[config.mk]
export PLATFORM = sky130hd
export DESIGN_NAME = branch_resolve_unit
export DESIGN_NICKNAME = d
export VERILOG_FILES = /design/src/rtl/branch_resolve_unit_pkg.sv /design/src/rtl/branch_resolve_unit_cmp.sv /design/src/rtl/branch_resolve_unit.sv
export SDC_FILE = /design/constraint.sdc
export NUM_CORES = 1
export LEC_CHECK = 0
export CORE_AREA = 5 5 186 188
export CTS_CLUSTER_DIAMETER = 60
export DETAILED_ROUTE_END_ITERATION = 6
export DIE_AREA = 0 0 191 193
export GPL_TIMING_DRIVEN = 0
export PLACE_DENSITY = 0.76
export SKIP_CTS_REPAIR_TIMING = 1
export SLEW_MARGIN = 25
export SYNTH_ARGS = -nofsm -noshare
export SYNTH_HDL_FRONTEND = slang
export SYNTH_SLANG_ARGS = --single-unit
export TNS_END_PERCENT = 5
[constraint.sdc]
create_clock -name clk -period 8.8 [get_ports clk]
set_input_delay 0.88 -clock clk [delete_from_list [all_inputs] [get_ports clk]]
set_output_delay 0.88 -clock clk [all_outputs]
set_load 0.1 [all_outputs]
[src/rtl/branch_resolve_unit_pkg.sv]
// Shared types for the branch resolve unit.
// Funct3 codes, result bundle and datapath width.
package branch_resolve_unit_pkg;

  localparam int XLEN = 32;

  typedef enum logic [2:0] {
    F3_BEQ  = 3'b000,
    F3_BNE  = 3'b001,
    F3_BLT  = 3'b100,
    F3_BGE  = 3'b101,
    F3_BLTU = 3'b110,
    F3_BGEU = 3'b111
  } br_funct3_e;

  typedef struct packed {
    logic [XLEN-1:0] pc;
    logic            taken;
    logic            mispredict;
    logic            illegal;
    logic [XLEN-1:0] redirect_pc;
  } br_result_t;

endpackage

[src/rtl/branch_resolve_unit_cmp.sv]
// Branch comparator: equality plus signed/unsigned less-than.
// un selects the unsigned compare.
module branch_resolve_unit_cmp
  import branch_resolve_unit_pkg::*;
(
  input  logic [XLEN-1:0] a,
  input  logic [XLEN-1:0] b,
  input  logic            un,
  output logic            eq,
  output logic            lt
);

  assign eq = (a == b);
  assign lt = un ? (a < b) : ($signed(a) < $signed(b));

endmodule

[src/rtl/branch_resolve_unit.sv]
// Two-stage branch resolution: S1 compares, S2 holds the result.
// Mispredicts squash the younger op sitting in S1.
module branch_resolve_unit
  import branch_resolve_unit_pkg::*;
(
  input  logic            clk,
  input  logic            rst_n,
  input  logic            in_valid,
  output logic            in_ready,
  input  logic [2:0]      in_funct3,
  input  logic [XLEN-1:0] in_rs1,
  input  logic [XLEN-1:0] in_rs2,
  input  logic [XLEN-1:0] in_pc,
  input  logic [XLEN-1:0] in_imm,
  input  logic            in_pred_taken,
  input  logic [XLEN-1:0] in_pred_target,
  input  logic            flush,
  output logic            out_valid,
  input  logic            out_ready,
  output logic [XLEN-1:0] out_pc,
  output logic            out_taken,
  output logic            out_mispredict,
  output logic            out_illegal,
  output logic [XLEN-1:0] out_redirect_pc,
  output logic            upd_valid,
  output logic [XLEN-1:0] upd_pc,
  output logic            upd_taken,
  output logic [XLEN-1:0] br_count,
  output logic [XLEN-1:0] mis_count
);

  logic            s1_valid;
  logic [2:0]      s1_funct3;
  logic [XLEN-1:0] s1_rs1;
  logic [XLEN-1:0] s1_rs2;
  logic [XLEN-1:0] s1_pc;
  logic [XLEN-1:0] s1_imm;
  logic            s1_pred_taken;
  logic [XLEN-1:0] s1_pred_target;

  logic            s2_valid;
  br_result_t      s2_res;

  logic            br_eq;
  logic            br_lt;
  logic            taken;
  logic            illegal;
  logic [XLEN-1:0] target;
  br_result_t      s1_res;

  logic handoff;
  logic mis_handoff;
  logic s1_adv;
  logic accept;
  logic fire;

  branch_resolve_unit_cmp u_cmp (
    .a  (s1_rs1),
    .b  (s1_rs2),
    .un (s1_funct3[1]),
    .eq (br_eq),
    .lt (br_lt)
  );

  always_comb begin
    taken   = 1'b0;
    illegal = 1'b0;
    unique case (1'b1)
      s1_funct3 == F3_BEQ:  taken = br_eq;
      s1_funct3 == F3_BNE:  taken = !br_eq;
      s1_funct3 == F3_BLT:  taken = br_lt;
      s1_funct3 == F3_BGE:  taken = !br_lt;
      s1_funct3 == F3_BLTU: taken = br_lt;
      s1_funct3 == F3_BGEU: taken = !br_lt;
      default:              illegal = 1'b1;
    endcase
  end

  always_comb begin
    target             = s1_pc + s1_imm;
    s1_res.pc          = s1_pc;
    s1_res.taken       = taken;
    s1_res.illegal     = illegal;
    s1_res.mispredict  = !illegal &&
                         ((taken != s1_pred_taken) ||
                          (taken && s1_pred_target != target));
    s1_res.redirect_pc = taken ? target : s1_pc + XLEN'(4);
  end

  assign handoff     = s2_valid && out_ready;
  assign mis_handoff = handoff && s2_res.mispredict;
  assign s1_adv      = !s2_valid || handoff;
  assign in_ready    = !flush && (!s1_valid || s1_adv);
  assign accept      = in_valid && in_ready;
  // Reset and flush both cancel a handoff's side effects.
  assign fire        = rst_n && !flush && handoff &&
                       !s2_res.illegal;

  always_ff @(posedge clk) begin
    if (!rst_n) begin
      s1_valid  <= 1'b0;
      s2_valid  <= 1'b0;
      br_count  <= '0;
      mis_count <= '0;
    end else if (flush) begin
      s1_valid <= 1'b0;
      s2_valid <= 1'b0;
    end else begin
      if (s1_adv) s2_valid <= s1_valid && !mis_handoff;
      if (accept) s1_valid <= 1'b1;
      else if (s1_adv) s1_valid <= 1'b0;
      if (fire) br_count <= br_count + XLEN'(1);
      if (fire && s2_res.mispredict)
        mis_count <= mis_count + XLEN'(1);
    end
  end

  always_ff @(posedge clk) begin
    if (accept) begin
      s1_funct3      <= in_funct3;
      s1_rs1         <= in_rs1;
      s1_rs2         <= in_rs2;
      s1_pc          <= in_pc;
      s1_imm         <= in_imm;
      s1_pred_taken  <= in_pred_taken;
      s1_pred_target <= in_pred_target;
    end
    if (s1_adv) s2_res <= s1_res;
  end

  assign out_valid       = s2_valid;
  assign out_pc          = s2_res.pc;
  assign out_taken       = s2_res.taken;
  assign out_mispredict  = s2_res.mispredict;
  assign out_illegal     = s2_res.illegal;
  assign out_redirect_pc = s2_res.redirect_pc;
  assign upd_valid       = fire;
  assign upd_pc          = s2_res.pc;
  assign upd_taken       = s2_res.taken;

endmodule

* Word-level counts from Yosys, hierarchy flattened *
Cells that the tools add are included.

storage, ports and cells
  bits in registers = 297
  input port bits = 169
  output and inout port bits = 167
  logic and storage cells = 67

operators by class
  add/sub/neg operators = 4
  magnitude comparators = 2
  equal/unequal tests = 8
  mux-type cells = 6
  bitwise logic cells = 2
  reduce and logical (&&, ||, !) cells = 29

operator list
  operator                 count
  $add A32 B1 Y32 const B  2
  $lt A32 B32 Y1           2
  $add A32 B3 Y32 const B  1
  $add A32 B32 Y32         1
  $eq A32 B32 Y1           1
  $mux W32                 1
  $ne A32 B32 Y1           1
  $eq A3 B3 Y1 const B     4
  $logic_and A1 B1 Y1      11
  $logic_not A1 Y1         7
  $reduce_or A2 Y1         3
  $reduce_or A6 Y1         1
  $mux W1                  4
  $pmux W1 S4              1
  $reduce_and A2 Y1        2
  $eq A3 B1 Y1 const B     1
  $logic_not A3 Y1         1
  $logic_or A1 B1 Y1       3
  $not A1 Y1               2
  $reduce_bool A2 Y1       1
  $ne A1 B1 Y1             1

* Logic depth before layout (Yosys ltp) *
Gate-level depths: netlist of the first run.

  depth in word-level cells = 7
  mapped depth = 13
  mapped depth without buffers = 12

* Hierarchy *
A second synthesis of the first run with hierarchy kept.

unflattened totals
  cells, all modules = 1251
  area, all modules = 14644.0 µm²

modules (own cells, without submodules)
  module                   instances  cells an instance  area each (µm²)
  branch_resolve_unit      1          1139               13829.5
  branch_resolve_unit_cmp  1          112                814.5

* Worst setup path after synthesis of the first run *
No wires, ideal clock.

  kind = reg-to-reg
  start = reg s2_valid (netlist: out_valid)
  end = reg s1_funct3[0], enable pin
  data arrival time = 6405 ps
  slack = 1854 ps
  cell stages (with the launch flop) = 4
  buffers on the path = 0
  cells stage by stage = dfxtp_1 > nor2b_1 > a21oi_1 > and2_1

on the way
  longest elaborated chain between the ends = 5
  elaborated cells between the ends (all ways) = 6

ends and longest elaborated chain
  item                                                     RTL line                                              source
  from (decl)                                              branch_resolve_unit.sv:41                             logic s2_valid;
  from (signal assigned)                                   branch_resolve_unit.sv:109                            if (s1_adv) s2_valid <= s1_valid && !mis_handoff;
  $logic_not A1 Y1 or $logic_and A1 B1 Y1 (tied branches)  branch_resolve_unit.sv:92, branch_resolve_unit.sv:90
  $logic_or A1 B1 Y1 (*)                                   branch_resolve_unit.sv:92                             assign s1_adv = !s2_valid || handoff;
  $logic_or A1 B1 Y1 (*)                                   branch_resolve_unit.sv:93                             assign in_ready = !flush && (!s1_valid || s1_adv);
  $logic_and A1 B1 Y1 (*)                                  branch_resolve_unit.sv:93
  net in_ready                                             branch_resolve_unit.sv:9                              output logic in_ready,
  $logic_and A1 B1 Y1 (*)                                  branch_resolve_unit.sv:94                             assign accept = in_valid && in_ready;
  net accept                                               branch_resolve_unit.sv:54                             logic accept;
  to (signal assigned)                                     branch_resolve_unit.sv:120                            s1_funct3 <= in_funct3;
  to (decl)                                                branch_resolve_unit.sv:33                             logic [2:0] s1_funct3;

The timed path passes the listed nets; every way through them passes the cells marked *.
A chain may end at the register's enable or synchronous reset.

==> results of run 1 <==
-- where the power goes --
group | leakage [nW] | internal (mW) | switching, mW
registers | 2.78 | 1.63 | 0.0578
clock network | 0.562 | 0.856 | 0.570
logic | 3.99 | 0.360 | 0.745
total | 7.33 | 2.85 | 1.37
-- critical path, delay by kind of cell (launching register included) --
kind,cells,cell delay (ns)
buffers and inverters,1,0.36
flip-flops,1,0.51
AO/OA/AOI/OAI,4,1.54
AND/OR/NAND/NOR,5,1.54
XOR/XNOR,1,0.23
adder cells (fa/ha/maj),1,0.36
-- layer usage --
metal	routed length, um	up-vias	part of all wire
met1	15200	5073	0.39
li1	-	5136	-
met2	18500	453	0.47
met3	3990	89	0.10
met4	1450	8	0.037
met5	40	-	0.0010
-- registers in the layout (all words and copies together), names as in the netlist --
name,flops
br_count,32
mis_count,32
out_pc,32
out_redirect_pc,32
s1_imm,32
s1_pc,32
s1_pred_target,32
s1_rs1,32
s1_rs2,32
s1_funct3,3
out_illegal,1
out_mispredict,1
out_taken,1
out_valid,1
s1_pred_taken,1
s1_valid,1
-- cell families after synthesis --
kind of cell | after synthesis
adders and majority gates | 67
AOI/OAI and AO/OA | 204
DFF | 297
and+or+nand+nor | 370
muxes | 10
xor gates and xnor gates | 143
buffers and inverters | 113
-- placed cells by master, fill, tap and decap left out, types with 4 or more instances in the layout --
master           instances
o211ai_1                 7
inv_1                   41
nand4_1                 38
or3_1                   13
clkbuf_1                42
nor4_1                   7
o31ai_1                  5
a31oi_1                  6
xor2_1                  36
a21o_1                  18
and2_1                  52
a211o_1                  7
a21boi_0                15
buf_4                   33
o21a_1                  12
or4_1                    9
nor2b_1                  8
nand2_1                 89
or2_2                    7
edfxtp_1               231
clkbuf_16               38
nand2b_1                 4
xnor2_1                 92
ha_1                    66
xnor3_1                 10
dfxtp_1                 66
xor3_1                   4
and4_1                   9
mux2_2                   4
nand3_1                 38
o21ai_0                 49
nor2_1                  54
clkdlybuf4s50_1        335
a21oi_1                 51
and3_1                  21
mux2i_1                  6
nor3_1                  14
-- area by class of cell --
class | instances | area [um2] | area share
diodes | 2 | 5.00 | 0.000255
plain buffers | 71 | 392 | 0.0199
clock buffers | 51 | 1040 | 0.0528
clock inverters | 12 | 104 | 0.00529
inverters | 42 | 160 | 0.00815
multi-input cells | 794 | 5690 | 0.290
flip-flops and latches | 297 | 8260 | 0.420
well taps | 448 | 561 | 0.0285
repair buffers | 339 | 3440 | 0.175
-- worst paths after layout --
path,start,endpoint,slack (ns),cells past startpoint
worst max register to register,s1_pc[16],out_mispredict,3.99,12
worst max-delay path,s1_pc[16],out_mispredict,3.99,12
worst min-delay path,s1_pc[0],out_pc[0],0.49,0
worst min register to register,s1_pc[0],out_pc[0],0.49,0
-- metrics by stage --
step / worst slack [ns] / area, um2 / power, mW / instances
after floorplan: 1.85 / 14500 / 2.50 / 1204
after global placement: 1.05 / 18400 / 2.81 / 1987
after detailed placement: 4.04 / 18500 / 2.82 / 1991
after CTS: 4.02 / 19600 / 4.26 / 2054
after global routing: 3.68 / 19600 / 4.38 / 2054
final: 3.99 / 19600 / 4.22 / 2056
==> results.md, run 1 <==
* Status: finished, final reports clean
* Root buffer cell: clkbuf_16
* Final hold viol count at 0
* CTS sink count at ~300
* Final WL at 39,200 um
* Unrepaired setup endpoints after global routing: false
* Post-synth cell types at a little under 70
* Total GRT Usage at 0.207
* Multiplexer share of the synthesized area at 0.00725
* Vias per inst at about 5.2
* Leak at 7.33 nW
* Rows at 67
* Tmin final at around 4.8 ns
* Gr ovfl total at 0
* GRT met1 Usage at 0.245
* Crit-path cells: ha_1 -> clkbuf_1 -> nand2_1 -> o21ai_0 -> o31ai_1 -> a31oi_1 -> a31oi_1 -> xnor3_1 -> or4_1 -> or4_1 -> nor4_1 -> nor2_1
* Antenna Violating Nets Remaining at 0
* Synth-to-Final Area Change at 35.6%
* CTS tree: done
* I/O pin count at between 300 and 400
* Die H at between 150 and 200 um
* Max Cap Viol at 0
* Clk_skew at approximately 0.012 ns
* Post-synth top area cell: edfxtp_1
* Req. time, crit path at ~9 ns
* Top cell type's share of synthesized area at 0.479
* Post-synthesis adder-cell area fraction at 0.0584
* Critical path endpoint category: flop
* VDD IR max at 0.205 mV
* Fin util at 0.596
* Largest family of logic cells by synthesized area: simple AND/OR/NAND/NOR gates
* Drt first pass iters at 5
* Final setup violation count at 0
* Maximum clock frequency at roughly 210 MHz
* Vias at roughly 11,000
* Initial core utilization at 0.440
* Slew Limit Fails at 0
* 1st-iter DRT viols at between 500 and 600
* Kind of critical path: flop to flop
* Gr busiest metal: met2
* Ys async rst share at 0
* Port bufs at about 340
* Post-synth top cells: 231 x edfxtp_1, 92 x xnor2_1, 89 x nand2_1
* Routed wire per std cell at between 15 and 20 um
* Flops & latches, synth at about 300
* Fillers at between 2,000 and 3,000
* Antenna violations before repair at 6
* Met2 usage at 0.353
* Die area at 0.0369 mm2
* Number of synthesized flops with an enable pin at 231
* Slowest CP cell: o21ai_0
* Top-count cell post-synth: edfxtp_1
* Vias in the first global route at 10,831
* Top cells by area, synth: edfxtp_1 48%, dfxtp_1 9.1%, ha_1 5.7%, xnor2_1 5.6%, nand2_1 2.3%
* CTS Buf Count at 36
* Yosys warning count at 0
* Clock slew at reported path FFs at about 0.060 ns
* Pin count of the biggest net entering global routing at between 50 and 60
* Crit path max fanout at 10
* Slew HR at 0.295
* HP Class: flop to flop
* Cell Pwr Density at 215 mW/mm2
* Post-synth top flop: edfxtp_1
* M3 GR Usage at 0.0686
* Mean area per synthesized cell at approximately 12 um2
* Syn_nets at 1,440
* Hold Slack at about 0.5 ns
* CTS Buffer Depth at 3
* Total core area at 0.0329 mm2
* Worst-margin pin slew at approximately 1.1 ns
* Synth Area in XOR/XNOR at 0.101
* Die Wd at roughly 190 um
* Startpoint types: flop
* TNS Setup at 0 ns
* First-pass GRT wire length at 59,500 um
* WP data arrival at 5.06 ns
* Clock latency on the worst-skew pair at 0.51 ns
* Compound-Gate Fraction of Synth Area at 0.0920
* Share of cells above drive strength 1 at 0.0691
* H-tree depth reported by CTS at 2
* RePlAce Congestion at slightly above 0.9
* Sequential area share after synthesis at 0.570
* Syn Inst Count at about 1,200
* Final net count at around 1,800
* Mapped cell area at 0.0145 mm2
* Worst path max stage delay at just over 0.6 ns
* DRC Markers at 0
* Detail Placement HPWL at between 30,000 and 40,000 um
* Crit share post-route at 0.546
* Post-Synth Simple-Gate Area at 0.134
(Power assumes the default switching activity.)
==> run 2, diff against run 1 <==
PLACE_DENSITY = 0.79   (was 0.76)
clock period = 4.2 ns   (was 8.8 ns; I/O delays follow)
==> results.md, run 2 (synthesis gave the netlist of run 1 again) <==
* Critical path endpoint category: flop
* First-pass GRT wire length at 59,900 um (+0.66%)
* Failing checks: negative setup slack
* Antenna Violating Nets Remaining at 0 (unchanged)
* Pin count of the biggest net entering global routing at 57 (+1.8%)
* Startpoint types: flop
* Final setup violation count at 1 (+1)
* Die H at 193 um (unchanged)
* TNS Setup at -0.0897 ns (-0.0897 ns)
* 1st-iter DRT viols at 719 (+25%)
* Maximum clock frequency at 233 MHz (+12%)
* Clk_skew at 0.0102 ns (-0.00198 ns)
* Cell Pwr Density at 442 mW/mm2 (+110%)
* Gr ovfl total at 0 (unchanged)
* CP Capture Point: out_mispredict
* Antenna violations before repair at 4 (-2)
* Drt first pass iters at 5 (unchanged)
* Total GRT Usage at 0.209 (+0.00204)
* Unrepaired setup endpoints after global routing: true
* Setup ws final at -0.0897 ns (-4.08 ns)
* Rows at 67 (unchanged)
* Root buffer cell: clkbuf_16
* Share of cells above drive strength 1 at 0.0987 (+0.0296)
* Die area at 0.0369 mm2 (unchanged)
* CTS Buffer Depth at 3 (unchanged)
* Tmin final at 4.29 ns (-0.517 ns)
* Crit share post-route at 1.02 (+0.475)
* WP data arrival at 4.54 ns (-0.52 ns)
* CTS sink count at 297 (unchanged)
* Initial core utilization at 0.440 (unchanged)
* Vias at 10,855 (+0.89%)
* Clock latency on the worst-skew pair at 0.50 ns (about the same)
* Reg2Reg Depth at 12 (unchanged)
* Crit path max fanout at 8 (-2)
* Req. time, crit path at 4.45 ns (-4.60 ns)
* Reg2reg start: s1_pc[11]
* Clock slew at reported path FFs at 0.06 ns (about the same)
* Most common cell after layout, fill and taps aside: clkdlybuf4s50_1
* Die Wd at 191 um (unchanged)
* Final net count at 1,823 (+0.33%)
* Total core area at 0.0329 mm2 (unchanged)
* Slew HR at 0.277 (-0.0179)
* Status: finished with violations
* Placed cell area at 0.0185 mm2 (about the same)
* Port bufs at 335 (unchanged)
* Leak at 7.41 nW (+1.0%)
* Overall power at 8.79 mW (+110%)
* Area taken by multi-input logic gates at 0.00589 mm2 (+3.6%)
* Finished layout cell area at 0.0199 mm2 (+1.2%)
* Kind of critical path: flop to flop
* CP Launch Point: s1_pc[11]
* CTS Buf Count at 34 (-5.6%)
* Fin util at 0.604 (+0.00729)
* Fillers at 2,626 (-0.72%)
* VDD IR max at 0.316 mV (+54%)
* DRC Markers at 0 (unchanged)
* Vias per inst at 5.27 (+0.75%)
* Routed wire per std cell at 19.3 um (+1.0%)
* Worst-margin pin slew at 1.08 ns (+0.0268 ns)
* Reg-to-Reg End: out_mispredict
* Max Cap Viol at 0 (unchanged)
* Hold Path Depth at 1 (+1)
* H-tree depth reported by CTS at 2 (unchanged)
* RePlAce Congestion at 0.934 (+3.0%)
* HP Class: input pin to flop
* Ant diodes at 0 (-2)
* Synth-to-Final Area Change at 37.2%
* Hold Slack at 0.469 ns (-0.0196 ns)
* Slew Limit Fails at 0 (unchanged)
* Detail Placement HPWL at 30,800 um (+0.64%)
* CTS tree: done
* Final WL at 39,700 um (+1.2%)
* Sequential Area at 0.00826 mm2 (unchanged)
* Most frequent cells in the layout: 335 x clkdlybuf4s50_1, 231 x edfxtp_1, 92 x xnor2_1
* Final hold viol count at 0 (unchanged)
* R2R setup slack at -0.09 ns (-4.08 ns)
* I/O pin count at 336 (unchanged)
* Vias in the first global route at 11,011 (+1.7%)
-- run 2: cell count changes in the layout (fill, tap and decap cells not counted), sizes merged --
cell    previous run  this run
buf               41        54
inv               47        42
diode              2         0
clkinv             5         7
clkbuf            85        80
-- run 2: report_power, final --
| part | internal (mW) | switching, mW | total, mW |
|---|---|---|---|
| registers | 3.42 | 0.119 | 3.53 |
| clock network | 1.74 | 1.13 | 2.87 |
| logic | 0.787 | 1.60 | 2.39 |
-- run 2: through the flow --
stage / std cells / setup WS, ns
after global routing: 2059 / -0.278
after global placement: 1987 / -0.721
after CTS: 2051 / -0.812
after floorplan: 1204 / 0.196
final: 2059 / -0.0897
after detailed placement: 1991 / -0.808
-- run 2: worst min path at each step --
stage                       start            endpoint  slack [ns]
5_1_grt        in_pred_target[25]  s1_pred_target[25]        0.44
4_1_cts                 in_pc[26]           s1_pc[26]        0.44
6_report                in_pc[26]           s1_pc[26]        0.47
3_5_place_dp        mis_count[31]       mis_count[31]        0.49
2_1_floorplan            s1_pc[0]           out_pc[0]        0.45
3_3_place_gp        mis_count[31]       mis_count[31]        0.48
-- run 2: critical path, stage by stage (launching register included) --
cell       delay, ns
edfxtp_1        0.48
ha_1            0.32
clkbuf_1        0.38
nand4_1         0.26
nor2_1          0.25
a2bb2oi_4       0.11
a31oi_2         0.41
a31oi_1         0.25
xnor3_1         0.22
or4_1           0.55
or4_1           0.51
nor4_4          0.20
nor2_1          0.08
-- run 2: layout make-up --
cell class / count / area share
Multi-Input combinational cell: 794 / 0.296
Clock buffer: 51 / 0.0513
Clock inverter: 9 / 0.00352
Sequential cell: 297 / 0.415
Buffer: 66 / 0.0191
Tap cell: 448 / 0.0282
Timing Repair Buffer: 352 / 0.178
Inverter: 42 / 0.00805
-- run 2: metal layers --
layer  vias to the layer above  part of all wire  global-route usage
met1                      5182              0.38               0.248
met3                        72             0.097              0.0686
met4                         8             0.029              0.0682
li1                       5155                 -                   -
met5                         -            0.0010                   0
met2                       438              0.49               0.361
